==> src/rtl/imem_loader.sv <==
// Serial program loader: assembles big-endian 32-bit words from a byte stream,
// writes them into instruction memory, then verifies a trailing 8-bit checksum byte.
module imem_loader #(
  parameter int DEPTH = 64,
  parameter int AW    = 6
) (
  input  logic          Clk,
  input  logic          Reset_n,
  input  logic          Start,
  input  logic [6:0]    WordCount,
  input  logic [7:0]    ByteIn,
  input  logic          ByteValid,
  output logic          ByteReady,
  output logic          IM_WE,
  output logic [AW-1:0] IM_A,
  output logic [31:0]   IM_WD,
  output logic          CPUReset,
  output logic          Busy,
  output logic          Done,
  output logic          Error
);

  // One extra bit so the written-word count can reach DEPTH without the address wrapping.
  localparam int CW = AW + 1;

  typedef enum logic [2:0] {
    S_IDLE,
    S_LOAD,
    S_WRITE,
    S_CHECK,
    S_DONE,
    S_ERROR
  } state_t;

  state_t        state_q, state_d;
  logic [CW-1:0] count_q, count_d;
  logic [CW-1:0] words_q, words_d;
  logic [1:0]    idx_q,   idx_d;
  logic [31:0]   word_q,  word_d;
  logic [7:0]    csum_q,  csum_d;
  logic          xfer;
  logic [7:0]    csum_sum;

  assign xfer     = ByteValid & ByteReady;
  assign csum_sum = csum_q + ByteIn;

  always_ff @(posedge Clk or negedge Reset_n) begin
    if (!Reset_n) begin
      state_q <= S_IDLE;
      count_q <= '0;
      words_q <= '0;
      idx_q   <= '0;
      word_q  <= '0;
      csum_q  <= '0;
    end else begin
      state_q <= state_d;
      count_q <= count_d;
      words_q <= words_d;
      idx_q   <= idx_d;
      word_q  <= word_d;
      csum_q  <= csum_d;
    end
  end

  always_comb begin
    state_d = state_q;
    count_d = count_q;
    words_d = words_q;
    idx_d   = idx_q;
    word_d  = word_q;
    csum_d  = csum_q;
    case (state_q)
      S_IDLE, S_DONE, S_ERROR: begin
        if (Start) begin
          if (WordCount == 7'd0) begin
            state_d = S_DONE;
          end else begin
            state_d = S_LOAD;
            count_d = (int'(WordCount) > DEPTH) ? CW'(DEPTH) : CW'(WordCount);
            words_d = '0;
            idx_d   = '0;
            word_d  = '0;
            csum_d  = '0;
          end
        end
      end
      S_LOAD: begin
        if (xfer) begin
          word_d = {word_q[23:0], ByteIn};
          csum_d = csum_sum;
          idx_d  = idx_q + 2'd1;
          if (idx_q == 2'd3) state_d = S_WRITE;
        end
      end
      S_WRITE: begin
        words_d = words_q + CW'(1);
        state_d = (words_q + CW'(1) == count_q) ? S_CHECK : S_LOAD;
      end
      S_CHECK: begin
        if (xfer) state_d = (csum_sum == 8'd0) ? S_DONE : S_ERROR;
      end
      default: state_d = S_IDLE;
    endcase
  end

  // All outputs are pure decodes of registered state.
  assign ByteReady = (state_q == S_LOAD) || (state_q == S_CHECK);
  assign IM_WE     = (state_q == S_WRITE);
  assign IM_A      = words_q[AW-1:0];
  assign IM_WD     = word_q;
  assign CPUReset  = (state_q != S_DONE);
  assign Busy      = (state_q == S_LOAD) || (state_q == S_WRITE) || (state_q == S_CHECK);
  assign Done      = (state_q == S_DONE);
  assign Error     = (state_q == S_ERROR);

endmodule

==> config.mk <==
export PLATFORM = sky130hd
export DESIGN_NAME = imem_loader
export DESIGN_NICKNAME = d
export VERILOG_FILES = /design/src/rtl/imem_loader.sv
export SDC_FILE = /design/constraint.sdc
export NUM_CORES = 1
export LEC_CHECK = 0
export BUFFER_PORTS_ARGS = -buffer_cell sky130_fd_sc_hd__buf_4
export CAP_MARGIN = 20
export CELL_PAD_IN_SITES_DETAIL_PLACEMENT = 1
export CELL_PAD_IN_SITES_GLOBAL_PLACEMENT = 2
export CORE_ASPECT_RATIO = 0.7
export CORE_MARGIN = 3
export CORE_UTILIZATION = 35
export DETAILED_ROUTE_END_ITERATION = 8
export GPL_TIMING_DRIVEN = 0
export PLACE_DENSITY_LB_ADDON = 0.1
export REMOVE_ABC_BUFFERS = 1
export SLEW_MARGIN = 0
export SYNTH_ARGS = -nofsm -noshare
export SYNTH_HDL_FRONTEND = slang
export SYNTH_SLANG_ARGS = --single-unit
export TNS_END_PERCENT = 50
==> constraint.sdc <==
create_clock -name Clk -period 2.2 [get_ports Clk]
set_input_delay 0.22 -clock Clk [delete_from_list [all_inputs] [get_ports Clk]]
set_output_delay 0.22 -clock Clk [all_outputs]
set_load 0.05 [all_outputs]
After elaboration in Yosys (flattened, before gate mapping)
Index checks and enable logic that the tools add are counted.
{"block": "totals", "wordCells": 62, "output_inout_bits": 44, "register_bits": 59, "inputBits": 19}
{"block": "classes", "reduce_logical": 13, "addsub": 3, "mux": 24, "eq_ne": 13, "order_cmp": 1, "bitwise": 2}
{"operator": "$mux 32", "n": 3}
{"operator": "$pmux 32 s2", "n": 1}
{"operator": "$mux 8", "n": 3}
{"operator": "$mux 7", "n": 3}
{"operator": "$pmux 8 s2", "n": 1}
{"operator": "$mux 3", "n": 5}
{"operator": "$pmux 7 s2", "n": 1}
{"operator": "$pmux 3 s4", "n": 1}
{"operator": "$ne 2x2->1 const B", "n": 5}
{"operator": "$add 8x8->8", "n": 1}
{"operator": "$logic_not 8->1", "n": 1}
{"operator": "$mux 2", "n": 4}
{"operator": "$reduce_and 4->1", "n": 2}
{"operator": "$add 7x1->7 const B", "n": 1}
{"operator": "$eq 7x7->1", "n": 1}
{"operator": "$gt 7x7->1 const B", "n": 1}
{"operator": "$logic_not 7->1", "n": 1}
{"operator": "$eq 3x2->1 const B", "n": 2}
{"operator": "$eq 3x3->1 const B", "n": 2}
{"operator": "$reduce_and 3->1", "n": 2}
{"operator": "$pmux 2 s2", "n": 1}
{"operator": "$reduce_bool 2->1", "n": 2}
{"operator": "$eq 3x1->1 const B", "n": 1}
{"operator": "$logic_not 3->1", "n": 1}
{"operator": "other kinds (8)", "n": 10}

Logic depth before layout (Yosys ltp)
{"block": "logic_depth", "depth_word": 5, "depth_mapped": 9, "ltp_nobuf": 7}

Least setup slack after synthesis
Ideal clock, no wire load.
{"block": "synth_path", "path_type": "register -> register", "startpoint": "register csum_q[0]", "endpoint": "register state_q[0]", "t_required_ns": 2.067, "period_less_slack_ns": 1.973, "path_stages_with_launch": 8, "arrival_time_ns": 1.840, "setup_ns": 0.133, "path_slack_ns": 0.227, "path_cell_list": "dfrtp_1 ha_1 fa_1 a211oi_1 nor2_1 xor2_1 nor4_2 a31oi_1"}
{"block": "synth_between", "elab_chain_cells": 5}
{"item": "from (decl)", "line_no": "40", "rtl": "logic [7:0] csum_q, csum_d;"}
{"item": "from (signal assigned)", "line_no": "61", "rtl": "csum_q <= csum_d;"}
{"item": "$add 8x8->8", "line_no": "45", "rtl": "assign csum_sum = csum_q + ByteIn;"}
{"item": "$logic_not 8->1", "line_no": "100", "rtl": "if (xfer) state_d = (csum_sum == 8'd0) ? S_DONE : S_ERROR;"}
{"item": "$mux 1", "line_no": "100"}
{"item": "$mux 3", "line_no": "100"}
{"item": "$pmux 3 s4", "line_no": "72", "rtl": "case (state_q)"}
{"item": "to (signal assigned)", "line_no": "56", "rtl": "state_q <= state_d;"}
{"item": "to (decl)", "line_no": "35", "rtl": "state_t state_q, state_d;"}
No other way between the ends. The select of a mux whose other input is x is not followed.
A chain may end at the register's enable or synchronous reset.

Worst setup path in the final report
{"block": "layout_path", "startpoint": "register csum_q[2]", "endpoint": "register state_q[0]"}
Same word-level chain as after synthesis.

==> flow_summary.ini <==
[status]
status = finished with violations
violations = negative hold slack

[final_layout]
diodes = 0
final_net_count = 351
area_delta_synth_final_pct = 27.0
drive_gt1_frac = 0.316

[routing]
vias = 2277
drt-vias-per-instance = 5.33
antenna_left = 0
finalWirelength_mm = 7.63
wl_per_cell_um = 17.9
route.detailed.drc = 0
first_pass_iters = 4
drt_iter0_markers = 124

[global_routing]
grt.total_usage = 0.161
grt_start_max_net_pins = 60
antenna_found_initial = 0
grt_pass1_wl_mm = 12.2
globalRouteOverflowTotal = 0
first_global_vias = 2251

[placed_design]
io_buffers = 62
dp.final_hpwl_mm = 5.11
gp_congestion = 0.747

[timing]
fin_crit_sh = 0.945
clock.fmax_ghz = 0.481
rsz0062_at_grt = true
drv_slew = 0
whs_ns = -0.0315
period_needed_ns = 2.08
worstMarginPinSlew_ns = 0.764
fin_setup_tns_ns = 0
hold_violations = 56
setup_viol = 0
relSlewSlack = 0.491
fin_worst_skew_ns = 0.00393

[synthesis]
yosysSeqAreaShare = 0.494
ys_async_sr_fraction = 1.00
syn_area_per_cell_um2 = 11.1
yosysWarnings = 0
synthDistinctLibCells = 53
synth-edff-count = 0
synth_seq_cells = 59
syn_area_um2 = 2990
synthTopCellsByArea = dfrtp_1 (49%), a22o_1 (11%), ha_1 (3.8%)
synth-main-ff-cell = dfrtp_1
synth_top_area_frac = 0.494
yosys.area.top_type = dfrtp_1
synth_cells = 269

[worst_setup_path]
end_kind = flip-flop
cp_max_fo = 4
crit_slowest_cell = or4b_2
worstSetupStartpointType = flip-flop
worstPathRequired_ns = 2.44
slowest_delay_ns = 0.64
cp_cell_sequence = ha_1, a211oi_2, buf_4, or4b_2, o2111ai_2, nor2_1, a31oi_1
crit_type = flip-flop to flip-flop
reg2regPathDepth = 7
cp.arrival_ns = 2.32

[clock_network]
cts_buffers = 9
root_buffer = clkbuf_16
insertion_delay_ns = 0.32
cts_max_level = 3
clock-sinks = 59
cts_tree = done
clock_path_buffers = 2
clk_pin_slew_worst_paths_ns = 0.05

[floorplan]
core_um2 = 8070
die_w_um = 116
start_util = 0.370
ios = 63
die_h_um = 83.3
die-area_um2 = 9700
rows = 27

[power]
leakage_nw = 1.79
vdd_drop_max_v = 0.000656
p_per_area_nw_per_um2 = 1640

[job]
maxCapViolCount = 0

[hold_path]
hp-class = input port to asynchronous set/reset pin
==> state kept, by name (all words and copies together), names as in the netlist <==
| name | count |
|---|---|
| IM_WD | 32 |
| count_q | 7 |
| words_q | 7 |
| state_q | 3 |
| idx_q | 2 |
| csum_q | 8 |
==> cell usage after synthesis, types with 2 or more instances <==
library cell / number
nand2b_1: 8
nor3_1: 2
o31ai_1: 2
buf_6: 5
buf_4: 6
and3_1: 2
ha_1: 9
dfrtp_1: 59
clkbuf_1: 7
nand2_1: 19
nand3_1: 8
o21ai_2: 4
o21ai_0: 16
a21oi_1: 4
mux2_2: 3
xnor2_1: 9
inv_1: 5
a22o_1: 39
a211oi_1: 3
buf_2: 4
or2_2: 2
xor2_1: 6
or3b_2: 2
o211ai_1: 2
nor2_1: 15
==> path summary, 6_finish.rpt <==
| kind | startpoint | endpoint | slack [ns] |
|---|---|---|---|
| max | csum_q[2] | state_q[0] | 0.12 |
| min | Reset_n | IM_WD[25] | -0.03 |
| max reg2reg | csum_q[2] | state_q[0] | 0.12 |
| min reg2reg | csum_q[3] | csum_q[3] | 0.50 |
| max in group asynchronous | Reset_n | count_q[0] | 1.73 |
| min in group Clk | ByteIn[4] | IM_WD[4] | 0.13 |
==> worst max-delay path, delay by kind of cell, from the launching register on <==
family / cells / cell delay (ns)
compound gates: 3 / 0.38
fa+ha+maj: 1 / 0.36
simple gates: 2 / 0.72
buf+inv: 1 / 0.14
flops: 1 / 0.39
==> layout by cell type, fill, tap and decap left out, types with 2 or more instances in the layout <==
cell type	instances
nand3_1	8
mux2_2	3
o211ai_1	2
o21ai_2	4
xor2_1	6
a211oi_2	2
dfrtp_1	59
clkinv_2	2
or2_2	2
nand2_1	19
and3_1	2
nor2_4	2
a21oi_1	4
nor3_1	2
o21ai_0	16
or3b_2	2
nor2_1	14
a22o_1	39
bufinv_16	2
xnor2_1	9
clkbuf_16	9
buf_4	63
ha_1	8
inv_1	5
nand2b_1	8
o31ai_1	2
==> where the power goes <==
part | total [W] | switching, W | internal, W | leakage (nW)
clock network | 0.00148 | 0.000473 | 0.00101 | 0.154
registers | 0.00181 | 0.000332 | 0.00148 | 0.782
logic | 0.00295 | 0.00191 | 0.00104 | 0.856
==> through the flow <==
step	total power [W]	instance area (µm²)	utilization	instances	setup slack, ns
after floorplan	0.00382	2840	-	247	-0.197
after global placement	0.00466	3430	0.425	410	-1.30
after detailed placement	0.00472	3440	0.426	410	-0.0157
after CTS	0.00624	3760	0.466	425	0.0861
after global routing	0.00664	3800	0.470	427	-0.0253
final	0.00624	3800	0.470	427	0.120
==> timing repair <==
item | in CTS | in global routing
pin swaps | 0 | 1
setup endpoints to repair | 1 | 41
buffers inserted | 0 | 1
gates cloned | 0 | 1
resized for setup | 1 | 5
hold buffers | 0 | 0
hold endpoints to repair | 0 | 0
==> final cells by class <==
type                       instances  area, µm²
timing repair buffer              63        473
tap                              101        126
clock buffer                      10        239
fill                             879       4280
sequential                        59       1480
clock inverter                     5       77.6
inverter                           5       18.8
multi-input combinational        184       1390
==> cells by family after synthesis <==
logic type | after synthesis | synth area share
AO/OA/AOI/OAI | 83 | 0.224
XOR/XNOR | 15 | 0.0440
adder cells (fa/ha/maj) | 10 | 0.0444
buffers and inverters | 27 | 0.0557
flip-flops | 59 | 0.494
multiplexers | 3 | 0.0113
AND/OR/NAND/NOR | 72 | 0.127
==> per-layer routing <==
layer | global-route usage | vias up | wire (µm)
li1 | - | 1090 | -
met1 | 0.248 | 1135 | 4180
met2 | 0.206 | 44 | 3030
met3 | 0.0510 | 8 | 312
met4 | 0.0569 | 0 | 102
met5 | 0 | - | 0
Note: power is estimated with default switching activity, not from simulation.
